--- config.mk ---
export PLATFORM = sky130hd
export DESIGN_NAME = load_store_unit
export DESIGN_NICKNAME = d
export VERILOG_FILES = /design/src/rtl/load_store_unit.sv
export SDC_FILE = /design/constraint.sdc
export NUM_CORES = 1
export LEC_CHECK = 0
export CAP_MARGIN = 25
export CORE_UTILIZATION = 40
export CTS_BUF_LIST = sky130_fd_sc_hd__clkbuf_4
export CTS_CLUSTER_DIAMETER = 200
export CTS_CLUSTER_SIZE = 20
export DETAILED_ROUTE_END_ITERATION = 8
export PLACE_DENSITY = 0.74
export SYNTH_ARGS = -nofsm -noshare
export SYNTH_HDL_FRONTEND = slang
export SYNTH_SLANG_ARGS = --single-unit
--- constraint.sdc ---
create_clock -name clk -period 1.7 [get_ports clk]
set_input_delay 0.34 -clock clk [delete_from_list [all_inputs] [get_ports clk]]
set_output_delay 0.34 -clock clk [all_outputs]
set_load 0.01 [all_outputs]
--- src/rtl/load_store_unit.sv ---
// Memory stage: drives the data-memory request/grant/response handshake
// and returns lane-extracted, extended load results to writeback.
module load_store_unit #(
    parameter int WIDTH = 32
) (
    input  logic               clk,
    input  logic               rst_n,
    input  logic               ex_valid,
    output logic               ex_ready,
    input  logic               MemRead,
    input  logic               MemWrite,
    input  logic [2:0]         funct3,
    input  logic [WIDTH-1:0]   ALUResult,
    input  logic [WIDTH-1:0]   WriteData,
    input  logic [4:0]         rd,
    output logic               mem_req,
    output logic               mem_we,
    output logic [WIDTH-1:0]   mem_addr,
    output logic [WIDTH-1:0]   mem_wdata,
    output logic [WIDTH/8-1:0] mem_be,
    input  logic               mem_gnt,
    input  logic               mem_rvalid,
    input  logic [WIDTH-1:0]   mem_rdata,
    output logic               wb_valid,
    output logic [4:0]         wb_rd,
    output logic [WIDTH-1:0]   wb_data,
    output logic               fault
);

    localparam logic [1:0] IDLE = 2'd0;
    localparam logic [1:0] REQ  = 2'd1;
    localparam logic [1:0] WAIT = 2'd2;

    logic [1:0]         state;
    logic [2:0]         f3_q;
    logic [1:0]         off_q;
    logic [4:0]         rd_q;
    logic               accept;
    logic               unsupported;
    logic               misaligned;
    logic               bad;
    logic [WIDTH/8-1:0] be_n;
    logic [WIDTH-1:0]   wdata_n;
    logic [7:0]         lbyte;
    logic [15:0]        lhalf;
    logic               sext;
    logic [WIDTH-1:0]   ldata;

    assign ex_ready = (state == IDLE);
    assign accept   = ex_valid & ex_ready & (MemRead | MemWrite);

    // 011/111 via the low bits, 110 explicitly; stores have no unsigned forms
    assign unsupported = (funct3[1:0] == 2'b11)
                       | (funct3 == 3'b110)
                       | (MemWrite & funct3[2]);

    assign misaligned = ((funct3[1:0] == 2'b01) & ALUResult[0])
                      | ((funct3[1:0] == 2'b10) & (|ALUResult[1:0]));

    assign bad = unsupported | misaligned;

    always_comb begin
        be_n    = 4'b1111;
        wdata_n = WriteData;
        case (funct3[1:0])
            2'b00: begin
                be_n    = 4'b0001 << ALUResult[1:0];
                wdata_n = {4{WriteData[7:0]}};
            end
            2'b01: begin
                be_n    = 4'b0011 << ALUResult[1:0];
                wdata_n = {2{WriteData[15:0]}};
            end
            default: begin
                be_n    = 4'b1111;
                wdata_n = WriteData;
            end
        endcase
    end

    always_comb begin
        lbyte = mem_rdata[{off_q, 3'b000} +: 8];
        lhalf = off_q[1] ? mem_rdata[31:16] : mem_rdata[15:0];
        sext  = ~f3_q[2];
        ldata = '0;
        unique case (1'b1)
            f3_q[1]: ldata = mem_rdata;
            f3_q[0]: ldata = {{(WIDTH-16){lhalf[15] & sext}}, lhalf};
            default: ldata = {{(WIDTH-8){lbyte[7] & sext}}, lbyte};
        endcase
    end

    always_ff @(posedge clk or negedge rst_n) begin
        if (!rst_n) begin
            state     <= IDLE;
            mem_req   <= 1'b0;
            mem_we    <= 1'b0;
            mem_addr  <= '0;
            mem_wdata <= '0;
            mem_be    <= '0;
            wb_valid  <= 1'b0;
            wb_rd     <= '0;
            wb_data   <= '0;
            fault     <= 1'b0;
            f3_q      <= '0;
            off_q     <= '0;
            rd_q      <= '0;
        end else begin
            wb_valid <= 1'b0;
            fault    <= 1'b0;
            case (state)
                IDLE: begin
                    if (accept) begin
                        if (bad) begin
                            fault <= 1'b1;
                        end else begin
                            state     <= REQ;
                            mem_req   <= 1'b1;
                            mem_we    <= MemWrite;
                            mem_addr  <= {ALUResult[WIDTH-1:2], 2'b00};
                            mem_wdata <= wdata_n;
                            mem_be    <= be_n;
                            f3_q      <= funct3;
                            off_q     <= ALUResult[1:0];
                            rd_q      <= rd;
                        end
                    end
                end
                REQ: begin
                    if (mem_gnt) begin
                        mem_req <= 1'b0;
                        state   <= mem_we ? IDLE : WAIT;
                    end
                end
                WAIT: begin
                    if (mem_rvalid) begin
                        wb_valid <= 1'b1;
                        wb_data  <= ldata;
                        wb_rd    <= rd_q;
                        state    <= IDLE;
                    end
                end
                default: state <= IDLE;
            endcase
        end
    end

endmodule

Yosys cells after proc, flatten, opt, wreduce, memory -nomap -nowiden
Index checks and enable logic that the tools add are counted.

word-level totals
  output and inout bits = 110
  logic and storage cells = 67
  bits of input ports = 111
  flip-flop bits (word level) = 119

operators by class
  reduce and logical (&&, ||, !) cells = 8
  mux-type cells = 19
  bitwise gates (word level) = 14
  shift-type cells = 3
  equal/unequal tests = 10

operator list
  cell                   number
  $pmux W32 S2           2
  $shiftx A32 B6 Y8      1
  $mux W16               1
  $mux W2                5
  $mux W1                8
  $pmux W4 S2            1
  $reduce_and A4 Y1      2
  $and A1 B1 Y1          7
  $eq A2 B2 Y1 const B   3
  $ne A2 B2 Y1 const B   3
  $pmux W2 S3            1
  $or A1 B1 Y1           5
  $eq A2 B1 Y1 const B   2
  $logic_not A2 Y1       2
  $shl A1 B2 Y4 const A  1
  $shl A2 B2 Y4 const A  1
  $eq A3 B3 Y1 const B   1
  $reduce_and A3 Y1      1
  $ne A2 B1 Y1 const B   1
  $not A1 Y1             2
  $pmux W1 S2            1
  $reduce_and A2 Y1      1
  $reduce_bool A2 Y1     1
  $reduce_or A2 Y1       1

Logic depth before layout (Yosys ltp)
Gate-level depths: netlist (run 1).

  depth after elaboration = 7
  gate-level depth with buffers = 6
  depth with buffers taken out = 4

Least setup slack after synthesis (run 1)
No wires, ideal clock.

  path type = register to register
  from = register off_q[1]
  to = register wb_data[21]
  clock period less this slack = 1.628 ns
  arrival = 1.551 ns
  path buffers = 2
  required time = 1.623 ns
  library setup time = 0.077 ns
  stages on the path, launching flop included = 7
  setup slack = 0.072 ns
  path through = dfrtp_1 buf_4 mux2i_1 or4_1 a32o_1 buf_6 a21oi_1

between the ends
  cells in the longest elaborated chain, start to end = 3
  elaborated cells between the ends (all ways) = 5
  classes of those cells = shift: 1; mux: 2; bitwise: 2

ends and longest elaborated chain
  item                                           line    RTL
  start, declared                                36      logic [1:0] off_q;
  start signal, assigned                         124     off_q <= ALUResult[1:0];
  $shiftx A32 B6 Y8 or $mux W16 (tied branches)  82, 83
  $and A1 B1 Y1 (on tied branches)               89, 88
  $pmux W32 S2 *                                 86      unique case (1'b1)
  end signal, assigned                           138     wb_data <= ldata;
  end, declared                                  26      output logic [WIDTH-1:0] wb_data,

Every way passes the cells marked *; elsewhere a longest branch is shown, timed or not.
A chain may end at the register's enable or synchronous reset.

Worst setup path after layout (run 1)
  from = register off_q[1]
  to = register wb_data[31]

The elaborated chain is that of the path after synthesis.

==> results of run 1 <==
## flip-flops by register name, summed over array words and instances (netlist names), 3 cells and up
name / flops
mem_be: 4
mem_addr: 30
wb_rd: 5
f3_q: 3
rd_q: 5
wb_data: 32
mem_wdata: 32
## area by class of cell
cell class / count / area share
clock inverter: 14 / 0.0221
clock buffer: 18 / 0.0164
multi-input combinational: 311 / 0.275
inverter: 4 / 0.00182
timing repair buffer: 260 / 0.296
tap: 176 / 0.0267
sequential: 119 / 0.361
antenna: 1 / 0.000303
## stage by stage
stage	setup slack (ps)	setup TNS, ps	cells	power (mW)	hold slack (ps)
finish	36.1	0	903	11.3	317
CTS	4.54	0	900	11.3	278
global placement	-484	-39240	866	9.71	311
floorplan	71.7	0	467	6.79	44.4
detailed placement	-590	-45860	866	9.83	310
global route	-29.5	-157	903	12.0	282
## metal layers
| metal | track usage | wire (um) | share of wire | vias to the layer above |
|---|---|---|---|---|
| met2 | 0.364 | 7130 | 0.48 | 195 |
| met3 | 0.0767 | 1290 | 0.088 | 16 |
| li1 | - | - | - | 2139 |
| met1 | 0.261 | 6120 | 0.41 | 2199 |
| met4 | 0.0736 | 220 | 0.015 | 0 |
| met5 | 0 | 0 | 0 | - |
## critical path: cells and delay by family, from the launching register on
| family | cells | cell delay (ps) |
|---|---|---|
| compound gates | 2 | 410 |
| buf+inv | 1 | 160 |
| flops | 1 | 470 |
| mux | 1 | 150 |
| simple gates | 1 | 410 |
## worst min-delay path by stage
stage          start            to  slack, ps  cells after the start
2_1_floorplan  rst_n       f3_q[0]         40                      0
3_3_place_gp   rst_n  mem_addr[14]        310                      1
3_5_place_dp   rst_n  mem_addr[10]        310                      1
4_1_cts        rst_n  mem_addr[10]        280                      2
5_1_grt        rst_n    wb_data[8]        280                      2
6_report       rst_n   wb_data[16]        320                      2
## logic make-up (layout without fill, tap and decap cells)
family          after synthesis  after routing
flops                       119            119
simple gates                119            119
compound gates              108            108
mux                          82             82
buf+inv                      37            296
other cells                   1              3
## repair_timing
action	in CTS	in global routing
resized for setup	113	4
setup buffers	1	2
endpoints found under the hold margin	23	0
hold buffers	1	0
endpoints found under the setup margin	108	50
pin swaps	1	3
## cells in the mapped netlist (2+ instances only)
cell type and number:
a22oi_1 13, nand2_1 52, mux2i_1 25, nor2_1 48, clkbuf_1 18, or2_2 2
buf_2 2, a21oi_1 33, nand2b_1 6, and3_1 3, dfrtp_1 119, o21ai_0 30
buf_4 3, a31oi_1 15, o22ai_1 2, inv_1 4, mux2_2 13, buf_6 9
nor3b_1 2, mux2_4 44, a32o_1 6, a21boi_0 2
## where the power goes
part           switching, mW  internal [mW]
clock                   1.06           1.17
sequential             0.650           3.93
combinational           2.00           2.45
total                   3.71           7.54
==> summary.md, run 1 <==
| Metric | Value |
|---|---|
| Gpl congestion | 0.830 |
| Final wirelength | 14,800 um |
| RSZ-0062 raised after global routing | true |
| Area Overhead vs Synth | 51.4% |
| Adder-cell share of the synthesized area | 0 |
| Pwr dens | 1360 mW/mm^2 |
| Multi-input gate area | 0.00227 sq mm |
| CTS Buf Count | 17 |
| Core box area | 0.0132 sq mm |
| Max Cap Viol | 0 |
| Final Hold Fails | 0 |
| Filler Cell Count | 1,139 |
| Largest net degree at the start of global routing | 39 |
| CP max-delay cell | dfrtp_2 |
| Nets@finish | 824 |
| Worst-Skew Late Latency | 500 ps |
| Cell Area, Placed | 0.00801 sq mm |
| Fin area | 0.00825 sq mm |
| Total number of vias | 4,549 |
| Syn Inst Count | 466 |
| Cell Area, Synth | 0.00545 sq mm |
| Critical-path cell list | mux2i_1 > or4_1 > a32o_1 > buf_12 > a21oi_1 |
| Post-Synth Simple-Gate Area | 0.0928 |
| Most common cell after layout, fill and taps aside | dfrtp_1 |
| Vias in the first global route | 4,712 |
| Tot GR Track Use | 0.218 |
| CTS Buffer Depth | 2 |
| Seq. cell area | 0.00298 sq mm |
| Synth area leader | dfrtp_1 |
| Reg clk slew, reported paths | 100 ps |
| CTS tree | built |
| Final core occ | 0.623 |
| Area share of the largest cell type after synthesis | 0.546 |
| Req. time, crit path | 2130 ps |
| HP Class | input port to async pin |
| First-pass GRT wire length | 23,800 um |
| Avg Synthesized Cell Area | 11.7 sq um |
| Root Driver | clkbuf_4 |
| Reg2Reg Depth | 5 |
| Largest family of logic cells by synthesized area | multiplexers |
| Final min period | 1660 ps |
| Final slew viol count | 0 |
| Synth unique cells | 37 |
| CP Capture Type | register |
| Main flop type after synthesis | dfrtp_1 |
| Vias/cell | 5.04 |
| Fin Clk Skew | 16.6 ps |
| Remaining Overflow, GRT | 0 |
| Die Area | 0.0141 sq mm |
| Synth area leaders | dfrtp_1, mux2_4, mux2i_1 |
| H-Tree Depth | 4 |
| Crit path DAT | 2090 ps |
| DP HPWL | 11,100 um |
| Critical path origin | off_q[1] |
| Maximum clock frequency | 601 MHz |
| Compound-cell area share of the yosys netlist | 0.126 |
| Die Wd | 119 um |
| Initial DRT Pass Iterations | 4 |
| Setup crit end | wb_data[31] |
| Worst Setup Start Kind | register |
| Part of the cycle the worst path needs | 0.979 |
| Initial Util | 0.411 |
| Crit-path max cell delay | 470 ps |
| Post-synthesis mux area share | 0.194 |
| Die Y | 119 um |
| Maximum vdd drop | 0.658 mV |
| Crit path kind | register to register |
| Number of synthesized register bits | 119 |
| Initial DRC Count | 211 |
| Worst R2R End | wb_data[31] |
| Most frequent cells in the layout | dfrtp_1, clkdlybuf4s50_1, dlygate4sd2_1 |
| Worst Path Max Fanout | 16 |
| Final antenna-violating net count | 0 |
| Routed len/inst | 16.4 um |
| Origin of the critical flop-to-flop path | off_q[1] |
| CTS sink cnt | 119 |
| Layout cells sized above 1 | 0.187 |
| Status | complete, no violations |
| Count of input and output buffers | 218 |
| Setup violators final | 0 |
| Number of core rows | 42 |
| Leak pwr | 3.91 nW |
| R2r setup slk | 40 ps |
| Ys async rst share | 1.00 |
| Number of warnings issued by yosys | 0 |
| Post-synthesis sequential area ratio | 0.546 |
| Xor and xnor fraction of the mapped netlist area | 0 |
| Initial antenna violation count | 1 |
| DRC | 0 |
| Number of flops mapped to enable cells by yosys | 0 |
| Io pins | 221 |
(Power assumes the default switching activity.)
==> run 2, diff against run 1 <==
--- a/config.mk
+++ b/config.mk
@@ -6,6 +6,7 @@
 export NUM_CORES = 1
 export LEC_CHECK = 0
 export CAP_MARGIN = 25
+export CORE_MARGIN = 10
 export CORE_UTILIZATION = 40
 export CTS_BUF_LIST = sky130_fd_sc_hd__clkbuf_4
 export CTS_CLUSTER_DIAMETER = 200
==> summary.md, run 2 (synthesis results as in run 1) <==
| Metric | Value |
|---|---|
| Status | complete, no violations |
| Crit path buf inv count | 1 (unchanged) |
| Gpl congestion | 0.869 (+4.7%) |
| Tot GR Track Use | 0.176 (-0.0416) |
| Core box area | 0.0133 sq mm (+0.40%) |
| Initial DRT Pass Iterations | 4 (unchanged) |
| Reg clk slew, reported paths | 90 ps (about the same) |
| Largest net degree at the start of global routing | 73 (+87%) |
| Routed len/inst | 18.8 um (+15%) |
| Vias/cell | 5.01 (-0.46%) |
| Final core occ | 0.606 (-0.0173) |
| Final wirelength | 16,700 um (+13%) |
| Cell Area, Placed | 0.00794 sq mm (-0.84%) |
| Final min period | 1650 ps (-12.7 ps) |
| Area Overhead vs Synth | 47.8% |
| Setup violators final | 0 (unchanged) |
| Leak pwr | 3.83 nW (-2.1%) |
| Fin Clk Skew | 11.9 ps (-4.69 ps) |
| Most common cell after layout, fill and taps aside | dfrtp_1 |
| Root Driver | clkbuf_4 |
| Remaining Overflow, GRT | 0 (unchanged) |
| Crit path DAT | 2100 ps (about the same) |
| Final antenna-violating net count | 0 (unchanged) |
| Die Y | 137 um (+15%) |
| CTS Buf Count | 17 (unchanged) |
| Placed Instances | 857 (-1.0%) |
| Die Area | 0.0187 sq mm (+33%) |
| Req. time, crit path | 2140 ps (about the same) |
| Clk pwr share | 0.156 (-0.042) |
| RSZ-0062 raised after global routing | true |
| CTS sink cnt | 119 (unchanged) |
| CP Capture Type | register |
| Filler Cell Count | 1,120 (-1.7%) |
| Final worst slack | 48.8 ps (+12.7 ps) |
| WHS | 347 ps (+30.1 ps) |
| CTS tree | built |
| Final cell count without fillers | 888 (-1.7%) |
| Vias in the first global route | 4,673 (-0.83%) |
| Pre-CTS WS | -566 ps (+24.3 ps) |
| Final Hold Fails | 0 (unchanged) |
| Count of input and output buffers | 218 (unchanged) |
| Nets@finish | 813 (-1.3%) |
| Initial antenna violation count | 1 (unchanged) |
| Pwr dens | 1330 mW/mm^2 (-2.6%) |
| H-Tree Depth | 4 (unchanged) |
| CTS Buffer Depth | 2 (unchanged) |
| Delay-heaviest family, CP | flip-flops |
| Max Cap Viol | 0 (unchanged) |
| Crit-path max cell delay | 460 ps (about the same) |
| Worst Path Max Fanout | 16 (unchanged) |
| Sequential cell fraction of total power | 0.426 (+0.019) |
| Total number of vias | 4,453 (-2.1%) |
| Worst-Skew Late Latency | 510 ps (about the same) |
| Maximum clock frequency | 606 MHz (+0.77%) |
| First-pass GRT wire length | 25,800 um (+8.1%) |
| DRC | 0 (unchanged) |
| Tot Pwr | 10.7 mW (-4.9%) |
| Number of core rows | 42 (unchanged) |
| Largest regs | mem_wdata: 32 flops, wb_data: 32 flops, mem_addr: 30 flops |
| Maximum vdd drop | 0.600 mV (-8.9%) |
| Critical-path cell list | mux2i_1 > or4_1 > a32o_1 > buf_12 > a21oi_1 |
| Die Wd | 137 um (+15%) |
| DP HPWL | 12,600 um (+14%) |
| Fin area | 0.00805 sq mm (-2.4%) |
| Initial Util | 0.410 (-0.00163) |
| Internal power | 7.03 mW (-6.8%) |
| HP Class | input port to async pin |
| Total negative slack | 0 ps (unchanged) |
| Initial DRC Count | 227 (+7.6%) |
| Crit path kind | register to register |
| Most frequent cells in the layout | dfrtp_1, clkdlybuf4s50_1, dlygate4sd2_1 |
| Switching portion of total power | 0.343 (+0.0133) |
| Final slew viol count | 0 (unchanged) |
| CP max-delay cell | dfrtp_2 |
| Comb pwr share | 0.418 (+0.023) |
| P_sw | 3.67 mW (-1.1%) |
| Worst Setup Start Kind | register |
| Io pins | 221 (unchanged) |
| Part of the cycle the worst path needs | 0.971 (-0.00748) |
| Layout cells sized above 1 | 0.169 (-0.0186) |
## run 2: changes by cell type in the layout (fill, tap and decap cells not counted), moves of 2 or more
cell	change
clkinv_2	+3
clkinv_4	-2
buf_4	-10
clkinvlp_4	-4
bufinv_16	-3
## run 2: timing repair
action                                  in CTS  in global routing
gates resized for setup                    113                  4
hold buffers                                 1                  0
setup buffers                                0                  1
endpoints found under the hold margin      119                  0
pin swaps                                    0                  3
endpoints found under the setup margin     108                 65
## run 2: metal layers
layer	up-vias	routed length (um)	global-route usage
li1	2110	-	-
met1	2131	6800	0.206
met3	19	1820	0.0858
met4	0	167	0.0538
met2	193	7870	0.281
met5	-	0	0
## run 2: area by class of cell
| cell class | instances | area [sq um] | area share |
|---|---|---|---|
| flip-flops and latches | 119 | 2980 | 0.370 |
| repair buffers | 249 | 2360 | 0.293 |
| multi-input cells | 311 | 2270 | 0.282 |
| well taps | 176 | 220 | 0.0274 |
| clock buffers | 19 | 143 | 0.0177 |
| clock inverters | 9 | 63.8 | 0.00793 |
| inverters | 4 | 15.0 | 0.00186 |
| diodes | 1 | 2.50 | 0.000311 |
## run 2: power groups by stage
stage | clock network [mW] | logic (mW) | registers [mW]
6_report | 1.67 | 4.47 | 4.56
5_1_grt | 1.86 | 4.88 | 4.70
4_1_cts | 1.74 | 4.55 | 4.56
3_5_place_dp | 0 | 5.28 | 4.62
3_3_place_gp | 0 | 5.18 | 4.60
2_1_floorplan | 0 | 1.76 | 5.03
## run 2: worst register-to-register path, stage by stage (launching register included)
cell and delay [ps]:
dfrtp_2 460, mux2i_1 150, or4_1 400, a32o_1 260
buf_12 160, a21oi_1 150
## run 2: worst paths after layout
path,startpoint,to,slack (ps),depth (start not counted)
min reg2reg,mem_be[2],mem_be[2],480,2
max in group asynchronous,rst_n,off_q[1],960,3
min,rst_n,mem_addr[11],350,3
min in group clk,mem_rdata[1],wb_data[1],380,3
max,off_q[1],wb_data[31],50,5
max reg2reg,off_q[1],wb_data[31],50,5
==> run 3, diff against run 2 <==
--- a/config.mk
+++ b/config.mk
@@ -5,7 +5,8 @@
 export SDC_FILE = /design/constraint.sdc
 export NUM_CORES = 1
 export LEC_CHECK = 0
-export CAP_MARGIN = 25
+export ABC_CLOCK_PERIOD_IN_PS = 1700
+export CAP_MARGIN = 10
 export CORE_MARGIN = 10
 export CORE_UTILIZATION = 40
 export CTS_BUF_LIST = sky130_fd_sc_hd__clkbuf_4
==> results of run 3 <==
Final layout, timing and power as in run 2 (identical DEF).
